--- src/rtl/rr_arbiter8_pkg.sv ---
`default_nettype none
// ============================================================================
//  Module      : rr_arbiter8_pkg
//  Description : Shared constants for the 8-way round-robin arbiter:
//                FSM state encoding, requester count and index width.
//  Ports       : none (package)
//  Revision    : 1.0 - initial release
// ============================================================================
package rr_arbiter8_pkg;

   // FSM state encoding
   localparam logic [0:0] IDLE  = 1'b0;
   localparam logic [0:0] GRANT = 1'b1;

   // Requester geometry
   localparam int NUM_REQ = 8;
   localparam int IDX_W   = 3;

endpackage
`default_nettype wire

--- src/rtl/rr_arbiter8_onehot_dec3to8.sv ---
`default_nettype none
// ============================================================================
//  Module      : onehot_dec3to8
//  Description : Combinational binary-to-one-hot decoder,
//                000 -> 0000_0001 ... 111 -> 1000_0000.
//  Ports       : idx    [2:0] in  - binary index
//                onehot [7:0] out - one-hot decode of idx
//  Revision    : 1.0 - initial release
// ============================================================================
module onehot_dec3to8
   import rr_arbiter8_pkg::*;
(
   input  logic [IDX_W-1:0]   idx,
   output logic [NUM_REQ-1:0] onehot
);

   assign onehot = {{(NUM_REQ-1){1'b0}}, 1'b1} << idx;

endmodule
`default_nettype wire

--- src/rtl/rr_arbiter8.sv ---
`default_nettype none
// ============================================================================
//  Module      : rr_arbiter8
//  Description : 8-requester round-robin arbiter with registered one-hot
//                grant, owner release, request-drop detection and a
//                MAX_HOLD revocation timer. At least one dead cycle always
//                separates two owners.
//  Ports       : clk          in  - clock, rising edge
//                rst_n        in  - synchronous active-low reset
//                req    [7:0] in  - request per requester
//                rel          in  - release pulse from the current owner
//                                   ("release" is a reserved word)
//                grant  [7:0] out - registered one-hot grant
//                grant_idx[2:0] out - binary owner index (valid with grant_valid)
//                grant_valid  out - grant is non-zero
//                timeout      out - one-cycle pulse on MAX_HOLD revocation
//  Revision    : 1.0 - initial release
// ============================================================================
module rr_arbiter8
   import rr_arbiter8_pkg::*;
#(
   parameter int MAX_HOLD = 16
)(
   input  logic               clk,
   input  logic               rst_n,
   input  logic [NUM_REQ-1:0] req,
   input  logic               rel,
   output logic [NUM_REQ-1:0] grant,
   output logic [IDX_W-1:0]   grant_idx,
   output logic               grant_valid,
   output logic               timeout
);

   logic [0:0]         r_state;
   logic [NUM_REQ-1:0] r_grant;
   logic [IDX_W-1:0]   r_idx;
   logic               r_valid;
   logic               r_timeout;
   logic [7:0]         r_hold;
   logic [IDX_W-1:0]   r_last;

   logic               w_found;
   logic [IDX_W-1:0]   w_pick;
   logic [NUM_REQ-1:0] w_onehot;
   logic               w_hold_max;
   logic               w_end;
   logic               w_to;

   // Round-robin scan starting at last+1. The loop walks from the lowest
   // priority candidate (last itself) to the highest (last+1), so the final
   // overwrite is the winner.
   always_comb begin
      logic [IDX_W-1:0] w_cand;
      w_found = 1'b0;
      w_pick  = '0;
      w_cand  = '0;
      for (int k = NUM_REQ; k >= 1; k--) begin
         w_cand = r_last + IDX_W'(k);
         if (req[w_cand]) begin
            w_found = 1'b1;
            w_pick  = w_cand;
         end
      end
   end

   onehot_dec3to8 u_dec (
      .idx    (w_pick),
      .onehot (w_onehot)
   );

   assign w_hold_max = (r_hold == 8'(MAX_HOLD));
   assign w_end      = rel | ~req[r_idx] | w_hold_max;
   // Timeout only when the hold limit is the sole cause of the end
   assign w_to       = w_hold_max & ~rel & req[r_idx];

   always_ff @(posedge clk) begin
      if (!rst_n) begin
         r_state   <= IDLE;
         r_grant   <= '0;
         r_idx     <= '0;
         r_valid   <= 1'b0;
         r_timeout <= 1'b0;
         r_hold    <= '0;
         r_last    <= IDX_W'(NUM_REQ - 1);
      end else begin
         r_timeout <= 1'b0;
         if (r_state == IDLE) begin
            if (w_found) begin
               r_state <= GRANT;
               r_grant <= w_onehot;
               r_idx   <= w_pick;
               r_valid <= 1'b1;
               r_last  <= w_pick;
               r_hold  <= 8'd1;
            end
         end else begin
            if (w_end) begin
               r_state   <= IDLE;
               r_grant   <= '0;
               r_valid   <= 1'b0;
               r_hold    <= '0;
               r_timeout <= w_to;
            end else begin
               r_hold <= r_hold + 8'd1;
            end
         end
      end
   end

   assign grant       = r_grant;
   assign grant_idx   = r_idx;
   assign grant_valid = r_valid;
   assign timeout     = r_timeout;

endmodule
`default_nettype wire

--- config.mk ---
export PLATFORM = sky130hd
export DESIGN_NAME = rr_arbiter8
export DESIGN_NICKNAME = d
export VERILOG_FILES = /design/src/rtl/rr_arbiter8_pkg.sv /design/src/rtl/rr_arbiter8_onehot_dec3to8.sv /design/src/rtl/rr_arbiter8.sv
export SDC_FILE = /design/constraint.sdc
export NUM_CORES = 1
export LEC_CHECK = 0
export CELL_PAD_IN_SITES_DETAIL_PLACEMENT = 0
export CELL_PAD_IN_SITES_GLOBAL_PLACEMENT = 1
export CORE_ASPECT_RATIO = 0.9
export CORE_MARGIN = 3
export CORE_UTILIZATION = 45
export CTS_CLUSTER_DIAMETER = 100
export DETAILED_ROUTE_END_ITERATION = 10
export MAX_ROUTING_LAYER = met4
export PLACE_DENSITY = 0.88
export SLEW_MARGIN = 40
export SYNTH_ARGS = -nofsm -noshare
export SYNTH_HDL_FRONTEND = slang
export SYNTH_HIERARCHICAL = 1
export SYNTH_SLANG_ARGS = --single-unit
--- constraint.sdc ---
create_clock -name clk -period 10.7 [get_ports clk]
set_clock_uncertainty 0.05 [all_clocks]
set_input_delay 2.14 -clock clk [delete_from_list [all_inputs] [get_ports clk]]
set_output_delay 2.14 -clock clk [all_outputs]
set_load 0.1 [all_outputs]
## Word-level counts from Yosys, hierarchy flattened

Index checks and enable logic that the tools add are counted.

| storage, ports and cells | value |
|---|---|
| bits of input ports | 11 |
| bits in registers | 25 |
| logic and storage cells | 84 |
| output and inout port bits | 13 |

| cells by class | value |
|---|---|
| order comparisons | 9 |
| muxes and demuxes | 46 |
| $add $sub $neg | 8 |
| reduce and logical (&&, ||, !) cells | 4 |
| shift operators | 1 |
| bitwise logic cells | 7 |
| equal/unequal tests | 2 |

Operators with widths:

| cell | count |
|---|---|
| $mux 8 | 6 |
| $lt 3x4->1 const B | 9 |
| $bmux 1 s3 | 9 |
| $mux 3 | 8 |
| $mux 1 | 23 |
| $add 3x3->3 const B | 4 |
| $add 8x1->8 const B | 1 |
| $eq 8x5->1 const B | 1 |
| $shl 1x3->8 const A | 1 |
| $add 3x2->3 const B | 2 |
| $reduce_and 2->1 | 2 |
| $add 3x1->3 const B | 1 |
| $not 1->1 | 3 |
| $reduce_and 3->1 | 1 |
| $and 1x1->1 | 2 |
| $ne 2x1->1 const B | 1 |
| $or 1x1->1 | 2 |
| $reduce_bool 2->1 | 1 |

## Logic depth before layout (Yosys ltp)

Gate-level depths: netlist (run 1).

| logic depth | value |
|---|---|
| depth in word-level cells | 13 |
| gate-level depth with buffers | 15 |
| mapped depth without buffers | 12 |

## Modules after synthesis

Netlist (run 1), hierarchy kept.

By module, submodules not included:

| module | cells an instance | instances | area an instance (sq um) | seq. area each (sq um) |
|---|---|---|---|---|
| rr_arbiter8 | 207 | 1 | 1838.0 | 500.5 |
| onehot_dec3to8 | 8 | 1 | 65.1 | 0.0 |

## Least setup slack after synthesis (run 1)

No wires, ideal clock.

| timing path | value |
|---|---|
| path type | input to register |
| start point | input req[6] |
| end point | register r_grant[5] (netlist: grant[5]) |
| data required time | 10528 ps |
| cell stages on the path | 10 |
| setup time | 122 ps |
| data arrival time | 4341 ps |
| path slack | 6187 ps |
| path buffers | 0 |
| path through | mux4_2 mux2i_1 mux2i_1 o311a_1 nor4_1 nor3_1 nor2_1 and3b_2 a22oi_1 nor2b_1 |

| on the way | value |
|---|---|
| cells in the longest elaborated chain, start to end | 13 |
| elaborated cells on any way between the ends | 43 |
| classes of those cells | eq/ne: 1; shift: 1; mux: 36; bitwise: 3; reduce/logical: 2 |

Ends and longest elaborated chain:

| element | line | text |
|---|---|---|
| start, declared | rr_arbiter8.sv:26 | `input logic [NUM_REQ-1:0] req,` |
| $bmux 1 s3 | rr_arbiter8.sv:59 | `if (req[w_cand]) begin` |
| $mux 1 (not written as such) | rr_arbiter8.sv:59 |  |
| $mux 3 (7 in a row) | rr_arbiter8.sv:59 |  |
| $mux 3 * | rr_arbiter8.sv:59 |  |
| net w_pick[1] | rr_arbiter8.sv:43 | `logic [IDX_W-1:0] w_pick;` |
| $shl 1x3->8 * | rr_arbiter8_onehot_dec3to8.sv:17 | `assign onehot = {{(NUM_REQ-1){1'b0}}, 1'b1} << idx;` |
| net w_onehot[5] | rr_arbiter8.sv:44 | `logic [NUM_REQ-1:0] w_onehot;` |
| $mux 8 * | rr_arbiter8.sv:88 | `if (w_found) begin` |
| $mux 8 * | rr_arbiter8.sv:87 | `if (r_state == IDLE) begin` |
| end signal, assigned | rr_arbiter8.sv:90 | `r_grant <= w_onehot;` |
| end, declared | rr_arbiter8.sv:35 | `logic [NUM_REQ-1:0] r_grant;` |

The timed path passes the listed nets; every way through them passes the cells marked *. The select of a mux whose other input is x is not followed.
A chain may end at the register's enable or synchronous reset.

## Worst setup path in the final report (run 1)

Ends and elaborated chain as after synthesis.

==> results by group, run 1 <==
Placed design
  • Port buffer count: 23
  • Post-DP HPWL: 3040 um
  • Final Wtd Congestion: 0.911
  • Placed Cells: 272

Route
  • Routed length per placed instance: 14.8 um
  • Vias per Instance: 5.89
  • Drt pass-1 iters: 4
  • Initial drt markers: 164
  • Post-route ant nets: 0
  • Remaining DRCs: 0
  • Drt total wl: 4080 um
  • Vias post-DR: 1,625

Final layout
  • Final layout net count: 246
  • # diodes: 0
  • Layout cells sized above 1: 0.187
  • Fill count: 359
  • Layout Cells excl Fill: 276
  • Util after Layout: 0.542
  • Layout area overhead: 10.7%

CTS
  • Root Buffer: clkbuf_8
  • H-tree Lvls: 1
  • CTS sink cnt: 25
  • Total CTS buffers: 3
  • Post-cts resize count: 0
  • Clock tree buffer depth: 2
  • CTS Hold Buffers Added: 0
  • CTS tree: built
  • Postcts setup bufs: 0
  • CTS clk-pin slew, worst paths: 80 ps
  • Worst-skew pair later-pin latency: 260 ps

Hold path
  • Tightest Hold Check Type: register to register

Job
  • Max-cap violations: 0

Synthesis
  • Post-Syn Instances: 215
  • Yosys warnings: 6
  • EDFF count, synth: 0
  • Register area share after synthesis: 0.263
  • Register bit total from synthesis: 25
  • Ys async rst share: 0
  • Count of different cell masters after synthesis: 47
  • Syn_nets: 230
  • Post-Syn Area: 0.00190 mm^2
  • Ys flop type: dfxtp_1
  • Mean area per synthesized cell: 8.85 um^2

Worst setup path
  • Worst setup EP type: register
  • Arrival @ worst endpoint: 5150 ps
  • Worst Setup Start Kind: primary input
  • CP Max Fanout: 8
  • Setup Crit Path Kind: primary input to register
  • WP data required: 10,810 ps

Floorplanning
  • DIE AREA: 0.00505 mm^2
  • Core Region: 0.00389 mm^2
  • Die W: 74.6 um
  • Initial Util: 0.489
  • # IOs: 24
  • Row Count: 21
  • Die H: 67.7 um

Timing
  • TNS Setup: 0 ps
  • Crit share post-route: 0.471
  • Measured slew at the worst slew-check pin: 765 ps
  • Tmin final: 5040 ps
  • Slew headroom: 0.489
  • Setup repair after global routing missed its margin: no
  • Fmax: 0.199 GHz
  • Max-slew violations: 0
  • Worst Hold Margin: 461 ps
  • Final hold vios: 0
  • # setup viols final: 0

Status
  • Status: finished, final reports clean

Global routing
  • GRT Total Usage: 0.180
  • Total overflow reported by the global router: 0
  • Initial antenna violation count: 0
  • Largest net degree at the start of global routing: 29
  • First-pass GRT wire length: 6990 um
  • Vias in the first global route: 1,401
-- worst paths after layout --
kind	startpoint	endpoint	slack (ps)	depth (start not counted)
setup / recovery	req[6]	grant[5]$_SDFFE_PN0P_	5660	11
hold / removal	r_hold[7]$_SDFFE_PN0P_	r_hold[7]$_SDFFE_PN0P_	460	2
setup reg to reg	r_last[0]$_SDFFE_PN1P_	grant[5]$_SDFFE_PN0P_	6400	12
hold reg to reg	r_hold[7]$_SDFFE_PN0P_	r_hold[7]$_SDFFE_PN0P_	460	2
-- cells in the mapped netlist (all sizes together) (3+ instances only) --
library cell | number | area [um^2]
a21boi | 8 | 60.1
a21oi | 13 | 65.1
a22oi | 10 | 75.1
a31oi | 3 | 18.8
and3 | 6 | 38.8
and3b | 3 | 30.0
buf | 5 | 35.0
clkbuf | 7 | 26.3
dfxtp | 25 | 500
ha | 4 | 50.1
inv | 12 | 45.0
mux2 | 4 | 45.0
mux2i | 7 | 70.1
mux4 | 11 | 248
nand2 | 13 | 48.8
nand2b | 5 | 31.3
nand3 | 5 | 25.0
nand3b | 4 | 30.0
nor2 | 10 | 40.0
nor2b | 17 | 114
nor3b | 5 | 37.5
o21ai | 15 | 78.8
xnor2 | 3 | 26.3
-- metal layers --
layer | track usage | share of wire
met5 | - | 0
met4 | 0.0178 | 0.0056
met3 | 0.0313 | 0.050
met2 | 0.239 | 0.42
met1 | 0.289 | 0.52
-- worst max-delay path, stage by stage --
cell and delay, ps:
clkdlybuf4s50_1 510, mux4_2 570, mux2i_1 280, mux2i_1 110, o311a_1 340, nor4_1 260
nor3_1 110, nor2_1 350, and3b_2 250, a22oi_1 160, nor2b_1 60
-- cell usage in the layout, fill, tap and decap left out, drive strengths merged, types with 2 or more instances in the layout --
master	count
clkbuf	3
nor3	2
xnor2	3
a31oi	3
o21ai	15
and3	6
a21boi	8
clkdlybuf4s50	9
mux2i	7
a32o	2
mux2	4
buf	14
a22oi	10
and3b	3
nand2	13
or3	2
inv	12
dfxtp	25
nand3b	4
nor4b	2
nor2b	17
mux4	11
a21oi	13
o32ai	2
nor3b	5
nor2	10
ha	4
nand2b	5
nand3	5
-- sequential cells by signal, summed over array words and instances, names as in the netlist --
signal	flops
r_state	1
r_last	3
timeout	1
grant_valid	1
grant_idx	3
r_hold	8
grant	8
-- layout make-up --
class / instances / area (um^2) / area share
clock buffer: 3 / 41.3 / 0.0196
sequential: 25 / 500 / 0.238
tap: 46 / 57.6 / 0.0273
inverter: 12 / 45.0 / 0.0214
timing repair buffer: 23 / 160 / 0.0761
clock inverter: 1 / 5.00 / 0.00238
multi-input combinational: 166 / 1300 / 0.616
-- cell families after synthesis --
logic type | share of synthesized area
xor+xnor | 0.0138
buf+inv | 0.0559
simple gates | 0.252
fa+ha+maj | 0.0263
compound gates | 0.199
flops | 0.263
mux | 0.191
-- metrics by stage --
step / worst slack [ps] / area [um^2]
2_1_floorplan: 6190 / 1900
3_3_place_gp: 5430 / 2130
3_5_place_dp: 5380 / 2060
4_1_cts: 5670 / 2110
5_1_grt: 5380 / 2110
6_report: 5660 / 2110
Power of run 1 is left out: the tool's default activity adds up to more than one toggle a clock period on the data nets, which glitch-free logic cannot reach.
==> run 2: changes to the inputs <==
--- a/config.mk
+++ b/config.mk
@@ -9,11 +9,11 @@
 export CELL_PAD_IN_SITES_GLOBAL_PLACEMENT = 1
 export CORE_ASPECT_RATIO = 0.9
 export CORE_MARGIN = 3
-export CORE_UTILIZATION = 45
+export CORE_UTILIZATION = 42
 export CTS_CLUSTER_DIAMETER = 100
 export DETAILED_ROUTE_END_ITERATION = 10
 export MAX_ROUTING_LAYER = met4
-export PLACE_DENSITY = 0.88
+export PLACE_DENSITY = 0.83
 export SLEW_MARGIN = 40
 export SYNTH_ARGS = -nofsm -noshare
 export SYNTH_HDL_FRONTEND = slang
==> constraint.sdc (replaced) <==
create_clock -name clk -period 5.2 [get_ports clk]
set_clock_uncertainty 0.05 [all_clocks]
set_input_delay 1.04 -clock clk [delete_from_list [all_inputs] [get_ports clk]]
set_output_delay 1.04 -clock clk [all_outputs]
set_load 0.1 [all_outputs]
==> run 2 against run 1 <==
  * Register-to-register slack lost 5200 ps
  * Critical path depth rose by 2
  * Die area rose by 6.5%
  * Global-route usage decreased by 1.5 points
  * Sequential cell count unchanged
  * Critical path type is now register to register
==> results by group, run 2 (synthesized netlist as in run 1, its figures left out) <==
Floorplanning
  • # IOs: 24 (unchanged)
  • DIE AREA: 0.00538 mm^2 (was 0.00505 mm^2)
  • Die H: 69.9 um (was 67.7 um)
  • Die W: 77.0 um (was 74.6 um)
  • Initial Util: 0.452 (was 0.489)
  • Core Region: 0.00421 mm^2 (was 0.00389 mm^2)
  • Row Count: 22 (was 21)

CTS
  • CTS clk-pin slew, worst paths: 90 ps (was 80 ps)
  • H-tree Lvls: 1 (unchanged)
  • CTS tree: built (unchanged)
  • Postcts setup bufs: 0 (unchanged)
  • Worst-skew pair later-pin latency: 270 ps (was 260 ps)
  • CTS sink cnt: 25 (unchanged)
  • Clock tree buffer depth: 2 (unchanged)
  • Post-cts resize count: 0 (unchanged)
  • CTS Hold Buffers Added: 0 (unchanged)
  • Root Buffer: clkbuf_8 (unchanged)
  • Total CTS buffers: 3 (unchanged)

Final layout
  • Layout cells sized above 1: 0.194 (was 0.187)
  • Most common cell after layout, fill and taps aside: dfxtp_1 (unchanged)
  • Fill count: 410 (was 359)
  • Design area: 0.00214 mm^2 (was 0.00211 mm^2)
  • FF/Latch Area: 500 um^2 (unchanged)
  • Final layout net count: 248 (was 246)
  • Layout area overhead: 12.4% (was 10.7%)
  • # diodes: 0 (unchanged)
  • Area of the multi-input gates: 0.00130 mm^2 (unchanged)
  • Most frequent cells in the layout: dfxtp_1, nor2b_1, buf_2 (unchanged)

Job
  • Max-cap violations: 0 (unchanged)

Worst setup path
  • Largest stage delay, worst path: 630 ps (was 570 ps)
  • CP max-delay cell: mux4_2 (unchanged)
  • Reg2reg setup slack: 1200 ps (was 6400 ps)
  • Reg-to-Reg Start: r_last[0]$_SDFFE_PN1P_ (unchanged)
  • Arrival @ worst endpoint: 4120 ps (was 5150 ps)
  • Setup Crit Path Kind: register to register (was primary input to register)
  • CP Launch Point: r_last[0]$_SDFFE_PN1P_ (was req[6])
  • Worst Setup Start Kind: register (was primary input)
  • Register-to-Register Path Depth: 13 (was 12)
  • CP Buf/Inv Count: 2 (was 1)
  • CP Max Fanout: 17 (was 8)
  • Most Frequent Cell on Critical Path: mux2i_1 (unchanged)
  • Critical Path Stages: 13 (was 11)
  • Worst-path cell chain: buf_4 > inv_1 > ha_1 > mux4_2 > mux2i_1 > mux2i_1 > o311a_1 > nor4_1 > nor3_1 > nor2_1 > and3b_2 > a22oi_1 > nor2b_1 (was clkdlybuf4s50_1 > mux4_2 > mux2i_1 > mux2i_1 > o311a_1 > nor4_1 > nor3_1 > nor2_1 > and3b_2 > a22oi_1 > nor2b_1)
  • WP data required: 5320 ps (was 10,810 ps)
  • Crit-path leading delay family: simple AND/OR/NAND/NOR gates (unchanged)
  • Worst setup EP type: register (unchanged)

Timing
  • TNS Setup: 0 ps (unchanged)
  • Measured slew at the worst slew-check pin: 489 ps (was 765 ps)
  • Setup repair after global routing missed its margin: no (unchanged)
  • Final hold vios: 0 (unchanged)
  • Tmin final: 4000 ps
  • Fmax: 0.250 GHz
  • # setup viols final: 0 (unchanged)
  • Slew headroom: 0.677 (was 0.489)
  • Crit share post-route: 0.770
  • Setup slack after layout: 1200 ps (was 5660 ps)
  • Max-slew violations: 0 (unchanged)

Global routing
  • First-pass GRT wire length: 7200 um (was 6990 um)
  • Initial antenna violation count: 0 (unchanged)
  • GRT Total Usage: 0.165 (was 0.180)
  • Vias in the first global route: 1,503 (was 1,401)
  • Total overflow reported by the global router: 0 (unchanged)
  • Largest net degree at the start of global routing: 29 (unchanged)

Route
  • Post-route ant nets: 0 (unchanged)
  • Routed length per placed instance: 14.4 um (was 14.8 um)
  • Remaining DRCs: 0 (unchanged)
  • Vias per Instance: 5.70 (was 5.89)
  • Vias post-DR: 1,664 (was 1,625)
  • Initial drt markers: 138 (was 164)
  • Drt total wl: 4210 um (was 4080 um)
  • Drt pass-1 iters: 4 (unchanged)

Status
  • Status: finished, final reports clean (unchanged)

Placed design
  • Post-DP HPWL: 3030 um (was 3040 um)
  • Dpl ws: 933 ps (was 5380 ps)
  • Port buffer count: 23 (unchanged)
  • Final Wtd Congestion: 0.922 (was 0.911)
  • Placed Area: 0.00210 mm^2 (was 0.00206 mm^2)

Hold path
  • Tightest Hold Check Type: register to register (unchanged)
  • Worst hold start: r_hold[7]$_SDFFE_PN0P_ (unchanged)
  • Worst hold path cell count: 2 (unchanged)
## run 2: cell count changes in the layout (fill, tap and decap cells not counted), sizes merged
cell,before,now
buf,14,16
## run 2: final timing paths
| check | end |
|---|---|
| hold / removal | r_hold[7]$_SDFFE_PN0P_ |
| setup reg to reg | grant[5]$_SDFFE_PN0P_ |
| hold reg to reg | r_hold[7]$_SDFFE_PN0P_ |
| setup / recovery | grant[5]$_SDFFE_PN0P_ |
## run 2: routing by layer
layer / global-route usage / vias up / wire length [um]
li1: - / 828 / -
met1: 0.254 / 776 / 2190
met2: 0.227 / 60 / 1700
met3: 0.0374 / 0 / 312
met4: 0.0121 / 0 / 0
met5: - / - / 0
## run 2: area by class of cell
class	instances	share of cell area
multi-input cells	166	0.606
repair buffers	25	0.0819
flip-flops and latches	25	0.234
clock inverters	1	0.00234
clock buffers	3	0.0193
well taps	60	0.0351
inverters	12	0.0211
## run 2: tightest hold or removal path, stage by stage, from the launching register on
cell and delay (ps):
dfxtp_1 330, o21ai_0 70, a21boi_0 70
## run 2: through the flow
stage / hold WS (ps) / utilization / instances
3_3_place_gp: 445 / 0.513 / 288
3_5_place_dp: 448 / 0.498 / 288
5_1_grt: 470 / 0.508 / 292
2_1_floorplan: 414 / - / 215
6_report: 460 / 0.508 / 292
4_1_cts: 463 / 0.509 / 292
Power of run 2 is left out for the same reason.
==> RTL edit 1: new RTL, flow settings as in run 2 <==
Change the package constant `NUM_REQ` from 8 to 10.
--- a/src/rtl/rr_arbiter8_pkg.sv
+++ b/src/rtl/rr_arbiter8_pkg.sv
@@ -14,5 +14,5 @@
 
    // Requester geometry
-   localparam int NUM_REQ = 8;
+   localparam int NUM_REQ = 10;
    localparam int IDX_W   = 3;
 
Interface: changed (resized grant and req); port bits go from 24 to 28. The function was not compared with the original's and may differ.
==> RTL edit 1 against run 2 <==
- routed wire length grew 17%
- sequential cell count is the same
- synthesized area grew 9.9%
- cell area grew 8.0%
- core utilization shrank 0.92 points
- setup slack lost 0.15 ns
- die area grew 9.0%
- largest cell class unchanged
Power is left out: the tool's default activity adds up to more than one toggle a clock period on the data nets, which glitch-free logic cannot reach.
==> RTL edit 1: results (changes against run 2) <==
| Metric | Value |
|---|---|
| WHS Path Cells | `1 (-1)` |
| Count of nets after finishing | `267 (+7.7%)` |
| Reg2reg path depth | `10 (-3)` |
| Post-synth cell types | `54 (+15%)` |
| Synth cell count leaders | `25 x dfxtp_1, 18 x nor2_1, 16 x nand2_1` |
| Beginning of the worst hold path | `grant_valid` |
| CP delay by family, top | `compound AO/OA/AOI/OAI gates` |
| Largest net degree at the start of global routing | `20 (-31%)` |
| Detail Placement HPWL | `3660 um (+21%)` |
| Worst Hold Path EP | `grant_valid` |
| CP max-delay cell | `clkdlybuf4s50_1` |
| Seq/Total Area, Yosys | `23.9% (-2.4 points)` |
| Number of global-route vias before repair | `1,619 (+7.7%)` |
| Tot GR Track Use | `18.2% (+1.7 points)` |
| Status | `completed` |
| Crit path largest cell delay | `0.60 ns (-0.03 ns)` |
| Syn. warnings | `6 (unchanged)` |
| Placeable Area | `4630 um^2 (+10%)` |
| Reg2Reg Setup Slack | `1.42 ns (+0.22 ns)` |
| Share of layout cells above drive strength 1 | `22.9% (+3.5 points)` |
| Rel. slew slack | `52.7% (-15 points)` |
| First-pass GRT wire length | `8230 um (+14%)` |
| I/O Buffers | `25 (+8.7%)` |
| CP max FO | `8 (-9)` |
| Critical Path AT | `4.28 ns (+0.16 ns)` |
[RTL edit 1: final cells by class]
| type | count | area (um^2) |
|---|---|---|
| repair buffers | 29 | 205 |
| fillers | 450 | 2320 |
| multi-input cells | 179 | 1430 |
| clock inverters | 1 | 7.51 |
| clock buffers | 3 | 41.3 |
| inverters | 12 | 45.0 |
| flip-flops and latches | 25 | 500 |
| well taps | 62 | 77.6 |
[RTL edit 1: stage by stage]
stage | cell area (um^2) | hold slack, ns | utilization [%] | worst slack [ns] | instances
2_1_floorplan | 2090 | 0.383 | - | 1.44 | 233
3_3_place_gp | 2340 | 0.384 | 50.4 | 0.928 | 307
3_5_place_dp | 2260 | 0.387 | 48.8 | 0.860 | 307
4_1_cts | 2310 | 0.411 | 49.9 | 1.17 | 311
5_1_grt | 2310 | 0.418 | 49.9 | 0.873 | 311
6_report | 2310 | 0.407 | 49.9 | 1.05 | 311
[RTL edit 1: routing by layer]
layer	vias up	track usage (%)	wire length, um
li1	921	-	-
met1	868	28.0	2470
met2	62	24.4	2050
met3	4	4.57	374
met4	0	2.63	22
met5	-	-	0
[RTL edit 1: how the worst max path moves through the flow]
stage / end / cells past startpoint / start
3_5_place_dp: grant[5] / 10 / req[4]
2_1_floorplan: grant[5] / 13 / r_last[0]
4_1_cts: grant[5] / 10 / req[4]
6_report: grant[5] / 10 / req[4]
3_3_place_gp: grant[5] / 10 / req[5]
5_1_grt: grant[5] / 10 / req[5]
[RTL edit 1: cells by family (layout without fill, tap and decap cells)]
logic type | after synthesis | in the layout | synth area share (%)
buffers and inverters | 29 | 45 | 7.72
other | 1 | 2 | 0.179
muxes | 31 | 31 | 21.5
and+or+nand+nor | 68 | 68 | 17.8
DFF | 25 | 25 | 23.9
adders and majority gates | 4 | 4 | 2.39
xor gates and xnor gates | 2 | 2 | 0.838
AOI/OAI and AO/OA | 72 | 72 | 25.6
==> RTL edit 2: new RTL, settings of run 2 <==
Made on the original files. Put one more register stage on the output `timeout`, with the module's reset. The value now appears one clock later. The other outputs are not delayed to match. Comments in the files are not updated.
--- a/src/rtl/rr_arbiter8.sv
+++ b/src/rtl/rr_arbiter8.sv
@@ -111,5 +111,11 @@
    assign grant_idx   = r_idx;
    assign grant_valid = r_valid;
-   assign timeout     = r_timeout;
+   always_ff @(posedge clk) begin
+      if (!rst_n) begin
+         timeout <= '0;
+      end else begin
+         timeout <= r_timeout;
+      end
+   end
 
 endmodule
Check against the original RTL: no difference found for any inputs over 10 cycles, from zero or initial values and one cycle with rst_n low; that may be too few to reach the edited logic, so the function may still have changed.
==> RTL edit 2 against run 2 <==
- critical endpoint unchanged
- routed wire length increased by 6.9%
- synthesized cell count decreased by 4.7%
- synthesized area increased by 2.0%
- first-iteration DRC count decreased by 30%
- sequential cell count increased by 1
- critical path type is now in -> reg
- cell area increased by 3.0%
- setup slack improved by 0.11 ns
Power is left out: the tool's default activity adds up to more than one toggle a clock period on the data nets, which glitch-free logic cannot reach.
==> RTL edit 2: results (changes against run 2) <==
| Metric | Value |
|---|---|
| Status | `completed` |
| Worst r2r src | `r_last[1]` |
| CP endpoint | `grant[5]` |
| Syn nets | `220 (-4.3%)` |
| Crit path largest cell delay | `0.54 ns (-0.09 ns)` |
| CP max-delay cell | `clkdlybuf4s50_1` |
| Seq/Total Area, Yosys | `26.8% (+0.52 points)` |
| Tot GR Track Use | `17.6% (+1.1 points)` |
| Largest net degree at the start of global routing | `21 (-28%)` |
| Avg Inst Size Synth | `9.47 um^2 (+6.9%)` |
| CTS Buffer Depth | `2 (unchanged)` |
| Largest cells by area after synthesis | `dfxtp_1 27%, mux4_2 15%, a22o_1 4.1%` |
| CP startpoint | `req[3]` |
| Reg clk slew, reported paths | `0.09 ns (about the same)` |
| Routed WL | `4500 um (+6.9%)` |
| Share of layout cells above drive strength 1 | `21.8% (+2.4 points)` |
| DP Area | `2140 um^2 (+2.2%)` |
| Reg2Reg Setup Slack | `1.41 ns (+0.21 ns)` |
| Detailed Route Iter0 Violations | `97 (-30%)` |
| Root Driver | `clkbuf_8` |
| Reg2reg path depth | `11 (-2)` |
| Placer Congestion | `0.909 (-1.4%)` |
| CP max FO | `8 (-9)` |
| Syn. warnings | `6 (unchanged)` |
| Post-synth cell types | `57 (+21%)` |
| DR vias/cell | `5.98 (+4.9%)` |
| CP delay by family, top | `compound AO/OA/AOI/OAI gates` |
| Critical Path AT | `4.00 ns (-0.12 ns)` |
| Synth cell count leaders | `26 x dfxtp_1, 14 x inv_1, 13 x mux4_2` |
| Count of nets after finishing | `241 (-2.8%)` |
| Cells after DPL | `281 (-2.4%)` |
| Rel. slew slack | `60.8% (-6.9 points)` |
| Beginning of the worst hold path | `r_timeout` |
| Detail Placement HPWL | `3330 um (+9.9%)` |
| First-pass GRT wire length | `7740 um (+7.5%)` |
| Via Count | `1,704 (+2.4%)` |
| Number of global-route vias before repair | `1,547 (+2.9%)` |
==> RTL edit 2: changes by cell type in the layout (fill, tap and decap cells not counted), sizes merged, moves of 6 or more <==
cell / before / now
a21boi: 8 / 0
a211oi: 0 / 6
nand2: 13 / 7
a22oi: 10 / 1
nor2b: 17 / 3
a22o: 0 / 9
==> RTL edit 2: cell type report <==
cell class	count	area [um^2]
inverter	14	52.6
clock buffer	4	55.1
multi-input combinational	156	1320
fill	406	2060
tap	60	75.1
sequential	26	520
timing repair buffer	25	180
==> RTL edit 2: worst min path at each step <==
| stage | slack [ns] | depth (start not counted) | end |
|---|---|---|---|
| global placement | 0.36 | 1 | timeout |
| global route | 0.42 | 1 | timeout |
| finish | 0.39 | 1 | timeout |
| detailed placement | 0.37 | 1 | timeout |
| floorplan | 0.36 | 1 | timeout |
| CTS | 0.39 | 1 | timeout |
==> RTL edit 2: logic make-up (layout without fill, tap and decap cells) <==
logic type               count (synthesis)  after routing  synth area share [%]
flip-flops                              26             26                  26.8
multiplexers                            22             22                  20.4
adder cells (fa/ha/maj)                  4              4                  2.58
XOR/XNOR                                 6              6                  2.71
buffers and inverters                   23             43                  5.42
AO/OA/AOI/OAI                           67             67                  24.6
AND/OR/NAND/NOR                         57             57                  17.5
==> RTL edit 2: metal layers <==
metal	vias to the layer above	track usage, %	routed length [um]	part of all wire, %
met4	0	1.19	8	0.18
met2	56	25.2	1940	43
met5	-	-	0	0
li1	850	-	-	-
met3	2	3.48	337	7.5
met1	796	26.7	2210	49
==> RTL edit 2: metrics by stage <==
stage               hold WS [ns]  utilization [%]  setup slack [ns]
floorplan                  0.362                -              1.82
global placement           0.364             51.8              1.03
detailed placement         0.373             50.2              1.06
CTS                        0.394             51.5              1.34
global route               0.422             51.6              1.10
finish                     0.388             51.6              1.31
